File: src/rtl/program_loader_if.sv
// Loader-side bundle: serial input, load request, RAM write port and load status.
// The loader is the master; the core-side glue (or the bench) is the slave.
interface program_loader_if #(
    parameter int DATA_WIDTH    = 8,
    parameter int ADDRESS_WIDTH = 4
);
    logic                     i_UART_RX;
    logic                     i_LOAD_START;
    logic                     o_CPU_HOLD;
    logic [ADDRESS_WIDTH-1:0] o_RAM_ADDR;
    logic [DATA_WIDTH-1:0]    o_RAM_DATA;
    logic                     o_RAM_WRITE;
    logic                     o_DONE;
    logic                     o_FRAME_ERROR;
    logic [ADDRESS_WIDTH:0]   o_BYTE_COUNT;

    modport master (
        input  i_UART_RX, i_LOAD_START,
        output o_CPU_HOLD, o_RAM_ADDR, o_RAM_DATA, o_RAM_WRITE,
        output o_DONE, o_FRAME_ERROR, o_BYTE_COUNT
    );

    modport slave (
        output i_UART_RX, i_LOAD_START,
        input  o_CPU_HOLD, o_RAM_ADDR, o_RAM_DATA, o_RAM_WRITE,
        input  o_DONE, o_FRAME_ERROR, o_BYTE_COUNT
    );
endinterface

File: src/rtl/program_loader.sv
// UART (8N1) program loader: holds the CPU, receives RAM_LENGTH bytes and writes
// them to RAM addresses 0..RAM_LENGTH-1, then releases the CPU.
//
//  rx state  | meaning
//  RX_IDLE   | waiting for a low level (and for high after a bad stop bit)
//  RX_START  | half-bit wait, confirm start bit is still low
//  RX_DATA   | sampling DATA_WIDTH bits, LSB first, one per bit time
//  RX_STOP   | sampling stop bit; 1 -> byte_valid, 0 -> frame error
//
//  ld state  | meaning
//  LD_IDLE   | CPU free, no load in progress
//  LD_LOADING| CPU held, received bytes are written to RAM
//  LD_DONE   | full image written, CPU free, counters held
module program_loader #(
    parameter int DATA_WIDTH    = 8,
    parameter int ADDRESS_WIDTH = 4,
    parameter int RAM_LENGTH    = 16,
    parameter int CLKS_PER_BIT  = 434
) (
    input logic               i_SYS_CLOCK,
    input logic               i_CLEAR,
    program_loader_if.master  bus
);
    localparam int CW = (CLKS_PER_BIT > 1) ? $clog2(CLKS_PER_BIT) : 1;
    localparam int BW = $clog2(DATA_WIDTH + 1);
    localparam logic [CW-1:0] CNT_HALF = CW'(CLKS_PER_BIT / 2 - 1);
    localparam logic [CW-1:0] CNT_FULL = CW'(CLKS_PER_BIT - 1);
    localparam logic [BW-1:0] BIT_LAST = BW'(DATA_WIDTH - 1);
    localparam logic [ADDRESS_WIDTH-1:0] ADDR_LAST = ADDRESS_WIDTH'(RAM_LENGTH - 1);

    typedef enum logic [1:0] {RX_IDLE, RX_START, RX_DATA, RX_STOP} rx_state_t;
    typedef enum logic [1:0] {LD_IDLE, LD_LOADING, LD_DONE} ld_state_t;

    rx_state_t rx_state_q, rx_state_d;
    ld_state_t ld_state_q, ld_state_d;

    logic                  rx_sync1, rx_sync2;
    logic [CW-1:0]         clk_cnt;
    logic [BW-1:0]         bit_cnt;
    logic [DATA_WIDTH-1:0] rx_shift;
    logic                  rx_wait_high;
    logic                  byte_valid;
    logic                  frame_err_pulse;
    logic                  tick;

    logic [ADDRESS_WIDTH-1:0] addr;
    logic [ADDRESS_WIDTH-1:0] ram_addr;
    logic [DATA_WIDTH-1:0]    ram_data;
    logic                     ram_write;
    logic                     frame_error;
    logic [ADDRESS_WIDTH:0]   byte_count;

    assign tick = (clk_cnt == '0);

    always_comb begin
        rx_state_d = rx_state_q;
        case (rx_state_q)
            RX_IDLE:  if (!rx_sync2 && !rx_wait_high) rx_state_d = RX_START;
            RX_START: if (tick) rx_state_d = rx_sync2 ? RX_IDLE : RX_DATA;
            RX_DATA:  if (tick && bit_cnt == '0) rx_state_d = RX_STOP;
            RX_STOP:  if (tick) rx_state_d = RX_IDLE;
            default:  rx_state_d = RX_IDLE;
        endcase
    end

    always_ff @(posedge i_SYS_CLOCK) begin
        if (i_CLEAR) begin
            rx_sync1        <= 1'b1;
            rx_sync2        <= 1'b1;
            rx_state_q      <= RX_IDLE;
            clk_cnt         <= '0;
            bit_cnt         <= '0;
            rx_shift        <= '0;
            rx_wait_high    <= 1'b0;
            byte_valid      <= 1'b0;
            frame_err_pulse <= 1'b0;
        end else begin
            rx_sync1        <= bus.i_UART_RX;
            rx_sync2        <= rx_sync1;
            rx_state_q      <= rx_state_d;
            byte_valid      <= 1'b0;
            frame_err_pulse <= 1'b0;
            if (rx_sync2) rx_wait_high <= 1'b0;
            if (rx_state_q == RX_IDLE) begin
                clk_cnt <= CNT_HALF;
                bit_cnt <= BIT_LAST;
            end else begin
                clk_cnt <= tick ? CNT_FULL : clk_cnt - 1'b1;
            end
            if (rx_state_q == RX_DATA && tick) begin
                rx_shift <= {rx_sync2, rx_shift[DATA_WIDTH-1:1]};
                bit_cnt  <= bit_cnt - 1'b1;
            end
            // A low stop bit may be a break; re-arm only once the line returns high.
            if (rx_state_q == RX_STOP && tick) begin
                if (rx_sync2) begin
                    byte_valid <= 1'b1;
                end else begin
                    frame_err_pulse <= 1'b1;
                    rx_wait_high    <= 1'b1;
                end
            end
        end
    end

    always_comb begin
        ld_state_d = ld_state_q;
        case (ld_state_q)
            LD_IDLE:    if (bus.i_LOAD_START) ld_state_d = LD_LOADING;
            LD_LOADING: if (ram_write && ram_addr == ADDR_LAST) ld_state_d = LD_DONE;
            LD_DONE:    if (bus.i_LOAD_START) ld_state_d = LD_LOADING;
            default:    ld_state_d = LD_IDLE;
        endcase
    end

    always_ff @(posedge i_SYS_CLOCK) begin
        if (i_CLEAR) begin
            ld_state_q  <= LD_IDLE;
            addr        <= '0;
            ram_addr    <= '0;
            ram_data    <= '0;
            ram_write   <= 1'b0;
            frame_error <= 1'b0;
            byte_count  <= '0;
        end else begin
            ld_state_q <= ld_state_d;
            ram_write  <= 1'b0;
            if (ld_state_q != LD_LOADING) begin
                if (bus.i_LOAD_START) begin
                    addr        <= '0;
                    byte_count  <= '0;
                    frame_error <= 1'b0;
                end
            end else begin
                if (byte_valid) begin
                    ram_write <= 1'b1;
                    ram_addr  <= addr;
                    ram_data  <= rx_shift;
                end
                // Counters advance at the end of the write cycle, not when it is issued.
                if (ram_write) begin
                    byte_count <= byte_count + 1'b1;
                    if (addr != ADDR_LAST) addr <= addr + 1'b1;
                end
                if (frame_err_pulse) frame_error <= 1'b1;
            end
        end
    end

    assign bus.o_CPU_HOLD    = (ld_state_q == LD_LOADING);
    assign bus.o_DONE        = (ld_state_q == LD_DONE);
    assign bus.o_RAM_ADDR    = ram_addr;
    assign bus.o_RAM_DATA    = ram_data;
    assign bus.o_RAM_WRITE   = ram_write;
    assign bus.o_FRAME_ERROR = frame_error;
    assign bus.o_BYTE_COUNT  = byte_count;
endmodule

File: src/flat_wrapper.sv
// flat-port wrapper written by rule: the top's interface ports become plain ports
module program_loader_flat 
#(
    parameter int DATA_WIDTH    = 8,
    parameter int ADDRESS_WIDTH = 4,
    parameter int RAM_LENGTH    = 16,
    parameter int CLKS_PER_BIT  = 434
)
  (i_SYS_CLOCK, i_CLEAR, bus_i_UART_RX, bus_i_LOAD_START, bus_o_CPU_HOLD, bus_o_RAM_ADDR, bus_o_RAM_DATA, bus_o_RAM_WRITE, bus_o_DONE, bus_o_FRAME_ERROR, bus_o_BYTE_COUNT);
  program_loader_if #(.DATA_WIDTH(DATA_WIDTH), .ADDRESS_WIDTH(ADDRESS_WIDTH)) bus_i ();
  input logic i_SYS_CLOCK;
  input logic i_CLEAR;
  input wire logic [$bits(bus_i.i_UART_RX)-1:0] bus_i_UART_RX;
  input wire logic [$bits(bus_i.i_LOAD_START)-1:0] bus_i_LOAD_START;
  output wire logic [$bits(bus_i.o_CPU_HOLD)-1:0] bus_o_CPU_HOLD;
  output wire logic [$bits(bus_i.o_RAM_ADDR)-1:0] bus_o_RAM_ADDR;
  output wire logic [$bits(bus_i.o_RAM_DATA)-1:0] bus_o_RAM_DATA;
  output wire logic [$bits(bus_i.o_RAM_WRITE)-1:0] bus_o_RAM_WRITE;
  output wire logic [$bits(bus_i.o_DONE)-1:0] bus_o_DONE;
  output wire logic [$bits(bus_i.o_FRAME_ERROR)-1:0] bus_o_FRAME_ERROR;
  output wire logic [$bits(bus_i.o_BYTE_COUNT)-1:0] bus_o_BYTE_COUNT;
  assign bus_i.i_UART_RX = bus_i_UART_RX;
  assign bus_i.i_LOAD_START = bus_i_LOAD_START;
  assign bus_o_CPU_HOLD = bus_i.o_CPU_HOLD;
  assign bus_o_RAM_ADDR = bus_i.o_RAM_ADDR;
  assign bus_o_RAM_DATA = bus_i.o_RAM_DATA;
  assign bus_o_RAM_WRITE = bus_i.o_RAM_WRITE;
  assign bus_o_DONE = bus_i.o_DONE;
  assign bus_o_FRAME_ERROR = bus_i.o_FRAME_ERROR;
  assign bus_o_BYTE_COUNT = bus_i.o_BYTE_COUNT;
  program_loader #(.DATA_WIDTH(DATA_WIDTH), .ADDRESS_WIDTH(ADDRESS_WIDTH), .RAM_LENGTH(RAM_LENGTH), .CLKS_PER_BIT(CLKS_PER_BIT)) u_core (.i_SYS_CLOCK(i_SYS_CLOCK), .i_CLEAR(i_CLEAR), .bus(bus_i));
endmodule
File: config.mk
export PLATFORM = sky130hd
export DESIGN_NAME = program_loader_flat
export DESIGN_NICKNAME = d
export VERILOG_FILES = /design/src/rtl/program_loader_if.sv /design/src/rtl/program_loader.sv /design/src/flat_wrapper.sv
export SDC_FILE = /design/constraint.sdc
export NUM_CORES = 1
export LEC_CHECK = 0
export ABC_AREA = 0
export ABC_CLOCK_PERIOD_IN_PS = 2500
export CAP_MARGIN = 25
export CELL_PAD_IN_SITES_DETAIL_PLACEMENT = 1
export CELL_PAD_IN_SITES_GLOBAL_PLACEMENT = 2
export CORE_UTILIZATION = 33
export CTS_BUF_LIST = sky130_fd_sc_hd__clkbuf_4 sky130_fd_sc_hd__clkbuf_8 sky130_fd_sc_hd__clkbuf_16
export DETAILED_ROUTE_END_ITERATION = 10
export PLACE_DENSITY = 0.8
export RECOVER_POWER = 25
export SYNTH_ARGS = -nofsm -noshare
export SYNTH_HDL_FRONTEND = slang
export SYNTH_SLANG_ARGS = --single-unit
File: constraint.sdc
create_clock -name i_SYS_CLOCK -period 2.5 [get_ports i_SYS_CLOCK]
set_input_delay 0.25 -clock i_SYS_CLOCK [delete_from_list [all_inputs] [get_ports i_SYS_CLOCK]]
set_output_delay 0.25 -clock i_SYS_CLOCK [all_outputs]
set_load 0.03 [all_outputs]
==> results.md, run 1 <==
* Placer Congestion at 0.709
* Top FF cell, synth: dfxtp_1
* GRT Total Usage at 0.147
* CTS Sinks at 53
* DR pass1 iterations at 4
* TritonCTS buffer count at 5
* Cells after synthesis at 242
* ANT nets after route at 0
* Post-CTS Setup Bufs at 0
* Largest net degree at the start of global routing at 50
* Core Area at 0.00631 mm²
* Post-Syn Nets at 251
* Skew final at 0.00734 ns
* # DRC at 0
* Vias per inst at 5.19
* Largest buffer count on any clock path at 2
* Remaining Overflow, GRT at 0
* Busiest layer in global routing: met2
* Final setup vio count at 0
* Die area at 0.00684 mm²
* Chip Width at 82.7 µm
* NumNets Final at 272
* Seq cells post-synth at 53
* Met1 GRT Util at 0.189
* Setup Crit Path Kind: register to register
* Detail-routed net length per standard cell at 13.4 µm
* F_max at 447 MHz
* Most area-consuming cells after synthesis: dfxtp_1 49%, a21oi_1 5.8%, nand2_1 5.1%, mux2i_1 4.7%, nor2_1 4.2%
* Minimum clock period at 2.24 ns
* Synth Warn # at 0
* Part of the cycle the worst path needs at 0.895
* Reg2Reg Setup Slack at 0.26 ns
* Commonest non-fill, non-tap cells in the layout: 53 x dfxtp_1, 29 x nand2_1, 25 x a21oi_1
* Post-route setup TNS at 0 ns
* Clk root buf: clkbuf_8
* Average size of a mapped cell at 8.88 µm²
* Vias at 1763
* Distinct cells, synth at 46
* Final Slew Violations at 0
* Clock slew at the register clock pins of the worst setup and hold paths at 0.09 ns
* Initial Util at 0.340
* DP HPWL at 3.09 mm
* Share of layout cells above drive strength 1 at 0.0684
* Slew at the pin with the worst max-slew slack at 0.989 ns
* Worst skew pair latency at 0.30 ns
* Final WS setup at 0.263 ns
* Initial antenna violation count at 0
* Max Cap Viol at 0
* Commonest non-fill, non-tap cell in the layout: dfxtp_1
* Routed Wire Length at 4.55 mm
* R2R cell count at 6
* Crit path DAT at 2.45 ns
* Final hold violations at 0
* I/O Buffers at 24
* Initial DRC count at 44
* # diodes at 0
* DP Worst Slack at 0.305 ns
* # IOs at 25
* First-pass GRT wire length at 7.60 mm
* M3 GR Usage at 0.0462
* Die height at 82.7 µm
* Vias in the first global route at 1644
* Cts repair resizes at 0
* Status: completed
* Critical Path RT at 2.72 ns
* H-tree depth at 2
* Worst R2R Start: u_core.clk_cnt[0]$_SDFF_PP0_
* Worst-path maximum fanout at 8
* Maximum VDD drop at 0.298 mV
* Cts hold-fix bufs at 0
* TritonCTS clock tree: built
* Setup crit start kind: register
* Biggest area consumer among synthesized cells: dfxtp_1
* Post-synth EDFFs at 0
* P&R area growth vs syn at 19.4%
* Asr flop ratio synth at 0
* Register area share after synthesis at 0.494
* GR Util met2 at 0.236
* Leak at 0.900 nW
* Post-synth top area share at 0.494
* Hold endpoint: u_core.rx_sync2$_SDFF_PP1_
* Cell Area, Synth at 0.00215 mm²
* Hold path depth at 1
* RSZ-0062 raised after global routing: no
* # rows at 29
* Worst hold path type: register to register
* Pwr Density at 598 mW/mm²
* Start point of the worst hold path: u_core.rx_sync1$_SDFF_PP1_
* Slew Limit Headroom at 0.341
* Setup crit end kind: register
## cells by family after synthesis
logic type	synth area share
simple gates	0.213
flops	0.494
compound gates	0.150
buf+inv	0.0460
mux	0.0518
fa+ha+maj	0.0291
xor+xnor	0.0163
## Yosys cell counts (2+ instances only)
cell type and count:
xor2_1 3, nand2_1 29, a31oi_1 2, mux2i_1 10, inv_1 11, nor2b_1 2, or2_2 3, and2_1 2
dfxtp_1 53, a21oi_1 25, clkbuf_1 9, or4_1 4, nor2_1 24, a211oi_1 2, and3_1 2, o31ai_1 3
nand3_1 4, a221oi_1 3, nor4_1 5, or3_1 3, o21ai_0 4, ha_1 5, a2bb2oi_1 2, nor3_1 7
buf_2 3, a311oi_1 2
## worst max path at each step
stage,startpoint,endpoint,slack [ns],depth (start not counted)
floorplan,u_core.clk_cnt[0]$_SDFF_PP0_,register,0.37,8
global placement,u_core.clk_cnt[0]$_SDFF_PP0_,register,0.37,6
detailed placement,u_core.clk_cnt[0]$_SDFF_PP0_,register,0.30,6
CTS,u_core.clk_cnt[0]$_SDFF_PP0_,register,0.28,6
global route,u_core.clk_cnt[0]$_SDFF_PP0_,register,0.16,6
finish,u_core.clk_cnt[0]$_SDFF_PP0_,register,0.26,6
## metrics by stage
stage / cells / total power (W) / hold slack (ns) / cell area (µm²) / util
after detailed placement: 333 / 0.000995 / 0.398 / 2480 / 0.392
final: 340 / 0.00153 / 0.420 / 2560 / 0.406
after global placement: 333 / 0.000994 / 0.400 / 2480 / 0.392
after global routing: 340 / 0.00161 / 0.455 / 2560 / 0.406
after CTS: 340 / 0.00157 / 0.422 / 2580 / 0.409
after floorplan: 242 / 0.000962 / 0.340 / 2150 / -
## report_power, final
group / total, W / switching, W / internal (W) / leakage, nW
registers: 0.000876 / 0.0000173 / 0.000859 / 0.431
clock network: 0.000561 / 0.000270 / 0.000291 / 0.0540
logic: 0.0000957 / 0.0000583 / 0.0000374 / 0.415
total: 0.00153 / 0.000346 / 0.00119 / 0.900
## area by class of cell
cell class / instances / area [µm²]
Clock buffer: 5 / 68.8
Clock inverter: 2 / 35.0
Fill cell: 768 / 3750
Inverter: 11 / 41.3
Multi-Input combinational cell: 164 / 995
Sequential cell: 53 / 1060
Tap cell: 77 / 96.3
Timing Repair Buffer: 28 / 268
## registers in the layout (all words and copies together) (netlist names), named ones only
name                      cells
u_core.addr                   4
u_core.bit_cnt                4
u_core.bus.o_BYTE_COUNT       5
u_core.bus.o_FRAME_ERROR      1
u_core.bus.o_RAM_ADDR         4
u_core.bus.o_RAM_DATA         8
u_core.bus.o_RAM_WRITE        1
u_core.byte_valid             1
u_core.clk_cnt                9
u_core.frame_err_pulse        1
u_core.ld_state_q             2
u_core.rx_shift               8
u_core.rx_state_q             1
u_core.rx_sync1               1
u_core.rx_sync2               1
u_core.rx_wait_high           1
## worst max-delay path, stage by stage, from the launching register on
cell and delay [ns]:
dfxtp_1 0.35, inv_1 0.08, ha_1 0.17, or3b_2 0.54, or3_1 0.46, or4_1 0.43, a21oi_1 0.13
## per-layer routing
layer	vias up	wire length, µm	share of wire
li1	887	-	-
met1	853	2320	0.51
met2	18	2020	0.44
met3	5	150	0.033
met4	0	57	0.013
met5	-	0	0
Power figures use the tool's default switching activity.
==> inputs of run 2 (changes only) <==
--- a/config.mk
+++ b/config.mk
@@ -7,7 +7,7 @@
 export LEC_CHECK = 0
 export ABC_AREA = 0
 export ABC_CLOCK_PERIOD_IN_PS = 2500
-export CAP_MARGIN = 25
+export CAP_MARGIN = 15
 export CELL_PAD_IN_SITES_DETAIL_PLACEMENT = 1
 export CELL_PAD_IN_SITES_GLOBAL_PLACEMENT = 2
 export CORE_UTILIZATION = 33
==> results of run 2 <==
Final layout, timing and power as in run 1 (identical DEF).
==> inputs of run 3 (changes only) <==
--- a/config.mk
+++ b/config.mk
@@ -6,14 +6,14 @@
 export NUM_CORES = 1
 export LEC_CHECK = 0
 export ABC_AREA = 0
-export ABC_CLOCK_PERIOD_IN_PS = 2500
+export ABC_CLOCK_PERIOD_IN_PS = 1790
 export CAP_MARGIN = 15
 export CELL_PAD_IN_SITES_DETAIL_PLACEMENT = 1
 export CELL_PAD_IN_SITES_GLOBAL_PLACEMENT = 2
-export CORE_UTILIZATION = 33
+export CORE_UTILIZATION = 30
 export CTS_BUF_LIST = sky130_fd_sc_hd__clkbuf_4 sky130_fd_sc_hd__clkbuf_8 sky130_fd_sc_hd__clkbuf_16
 export DETAILED_ROUTE_END_ITERATION = 10
-export PLACE_DENSITY = 0.8
+export PLACE_DENSITY = 0.77
 export RECOVER_POWER = 25
 export SYNTH_ARGS = -nofsm -noshare
 export SYNTH_HDL_FRONTEND = slang
==> constraint.sdc (replaced) <==
create_clock -name i_SYS_CLOCK -period 1.79 [get_ports i_SYS_CLOCK]
set_input_delay 0.179 -clock i_SYS_CLOCK [delete_from_list [all_inputs] [get_ports i_SYS_CLOCK]]
set_output_delay 0.179 -clock i_SYS_CLOCK [all_outputs]
set_load 0.03 [all_outputs]
==> run 3 against run 2 <==
Against the previous run:
- the run now ends with negative setup slack left
- clock skew grew 0.0028 ns
- count of clock-buffer cells in the layout is 1 higher
- largest power group unchanged
- clock power rose by 23%
- power increased by 36%
==> results.md, run 3 (same netlist as run 1, synthesis figures left out) <==
* Status: complete, but fails checks
* Violated checks: negative setup slack
* Comb power frac at 0.083
* H-tree depth at 2
* Final WS setup at -0.103 ns
* Switching Share at 0.248
* Part of the cycle the worst path needs at 1.06
* Core Util, Final at 0.395
* Slew Limit Headroom at 0.645
* Die height at 86.6 µm
* Critical Path RT at 2.03 ns
* Fill cells at 804
* TritonCTS clock tree: built
* Detail-routed net length per standard cell at 13.3 µm
* Non-filler cells, final at 373
* Hold endpoint: u_core.rx_sync1$_SDFF_PP1_
* DP Worst Slack at -0.0791 ns
* Routed Wire Length at 4.98 mm
* Final Slew Violations at 0
* ANT nets after route at 0
* Start point of the worst hold path: bus_i_UART_RX
* Max stage delay on crit path at 0.58 ns
* Final setup vio count at 13
* Skew final at 0.0101 ns
* # diodes at 0
* Maximum VDD drop at 0.350 mV
* Reg2Reg Setup Slack at -0.10 ns
* NumNets Final at 285
* Worst path slowest cell: or4_4
* Crit path DAT at 2.13 ns
* Remaining Overflow, GRT at 0
* Internal at 0.00157 W
* P&R area growth vs syn at 26.4%
* First-pass GRT wire length at 8.31 mm
* # IOs at 25
* Clock share of power at 0.332
* Core Area at 0.00687 mm²
* CP cell instances: or4_4 -> or3_4 -> or4_4 -> a21oi_2
* Clock slew at the register clock pins of the worst setup and hold paths at 0.09 ns
* Biggest register: u_core.clk_cnt
* CTS Sinks at 53
* Number of instances in the placed design at 363
* NetSw at 0.000517 W
* Setup Crit Path Kind: register to register
* RSZ-0062 raised after global routing: yes
* Chip Width at 86.6 µm
* CP most frequent cell: or4_4
* Die area at 0.00750 mm²
* # DRC at 0
* I/O Buffers at 24
* Worst skew pair latency at 0.30 ns
* Cts hold-fix bufs at 0
* Largest buffer count on any clock path at 2
* Placer Congestion at 0.695
* Largest net degree at the start of global routing at 47
* Pwr Density at 768 mW/mm²
* Initial Util at 0.313
* Minimum clock period at 1.89 ns
* Commonest non-fill, non-tap cell in the layout: dfxtp_1
* Initial antenna violation count at 0
* Vias per inst at 4.86
* Max Cap Viol at 0
* # rows at 30
* Pwr Total at 0.00209 W
* Cell Area, Placed at 0.00260 mm²
* FF/Latch Area at 0.00106 mm²
* DP HPWL at 3.41 mm
* Setup crit end kind: register
* DR pass1 iterations at 4
* Initial DRC count at 83
* Commonest non-fill, non-tap cells in the layout: 50 x dfxtp_1, 29 x nand2_1, 24 x nor2_1, 24 x a21oi_1, 22 x clkdlybuf4s50_1
* Worst R2R Start: u_core.clk_cnt[5]$_SDFF_PP0_
* TritonCTS buffer count at 5
* Multi-input logic area at 0.00103 mm²
* Setup crit start kind: register
* Vias in the first global route at 1815
* Clk root buf: clkbuf_8
* Final hold violations at 0
* Vias at 1812
* Post-route cell area at 0.00272 mm²
* Leak at 0.944 nW
* Max reg flops at 9
* F_max at 528 MHz
* Slew at the pin with the worst max-slew slack at 0.530 ns
* Flop pwr share at 0.585
* Hold path depth at 2
* Worst hold path type: primary input to register
* Share of layout cells above drive strength 1 at 0.148
* R2R cell count at 4
* GRT Total Usage at 0.139
* Worst-path maximum fanout at 5
## run 3: changes by cell type in the layout (fill, tap and decap cells not counted), moves of 2 or more
cell,change
dlygate4sd3_1,-5
dfxtp_2,+3
inv_2,+2
clkbuf_1,+3
clkinvlp_4,+2
inv_1,-2
clkdlybuf4s50_1,+3
buf_4,+11
dfxtp_1,-3
## run 3: worst max path at each step
| stage | start | endpoint | slack [ns] |
|---|---|---|---|
| after floorplan | u_core.clk_cnt[1]$_SDFF_PP0_ | register | -0.25 |
| after global placement | u_core.clk_cnt[4]$_SDFF_PP0_ | register | -0.04 |
| after detailed placement | u_core.clk_cnt[4]$_SDFF_PP0_ | register | -0.08 |
| after CTS | u_core.clk_cnt[1]$_SDFF_PP0_ | register | -0.10 |
| after global routing | u_core.clk_cnt[5]$_SDFF_PP0_ | register | -0.16 |
| final | u_core.clk_cnt[5]$_SDFF_PP0_ | register | -0.10 |
## run 3: critical path: cells and delay by family, from the launching register on
kind | cells | cell delay (ns)
AND/OR/NAND/NOR | 3 | 1.40
flip-flops | 1 | 0.33
AO/OA/AOI/OAI | 1 | 0.11
## run 3: power groups by stage
| stage | Sequential (W) | Combinational (W) | Clock (W) |
|---|---|---|---|
| floorplan | 0.00124 | 0.000112 | 0 |
| global placement | 0.00125 | 0.000167 | 0 |
| detailed placement | 0.00125 | 0.000170 | 0 |
| CTS | 0.00122 | 0.000169 | 0.000724 |
| global route | 0.00122 | 0.000194 | 0.000778 |
| finish | 0.00122 | 0.000173 | 0.000692 |
## run 3: repair_timing
action                                  in CTS  in global routing
endpoints found under the setup margin      14                 20
setup buffers                                0                  2
gates resized for setup                      1                  8
pin swaps                                    1                  1
## run 3: layout make-up
cell class	instances	area share
Multi-Input combinational cell	164	0.380
Inverter	11	0.0152
Tap cell	96	0.0442
Timing Repair Buffer	41	0.134
Sequential cell	53	0.392
Clock buffer	6	0.0281
Clock inverter	2	0.00553
## run 3: routing by layer
layer,share of wire,track usage,vias to the layer above
met2,0.47,0.227,19
met1,0.50,0.186,869
li1,-,-,919
met5,0,0,-
met3,0.022,0.0314,5
met4,0.0062,0.0333,0
## run 3: stage by stage
stage | hold slack, ns | TNS, ns
detailed placement | 0.431 | -0.238
global placement | 0.406 | -0.119
CTS | 0.426 | -0.403
floorplan | 0.269 | -0.535
global route | 0.464 | -1.73
finish | 0.435 | -0.404
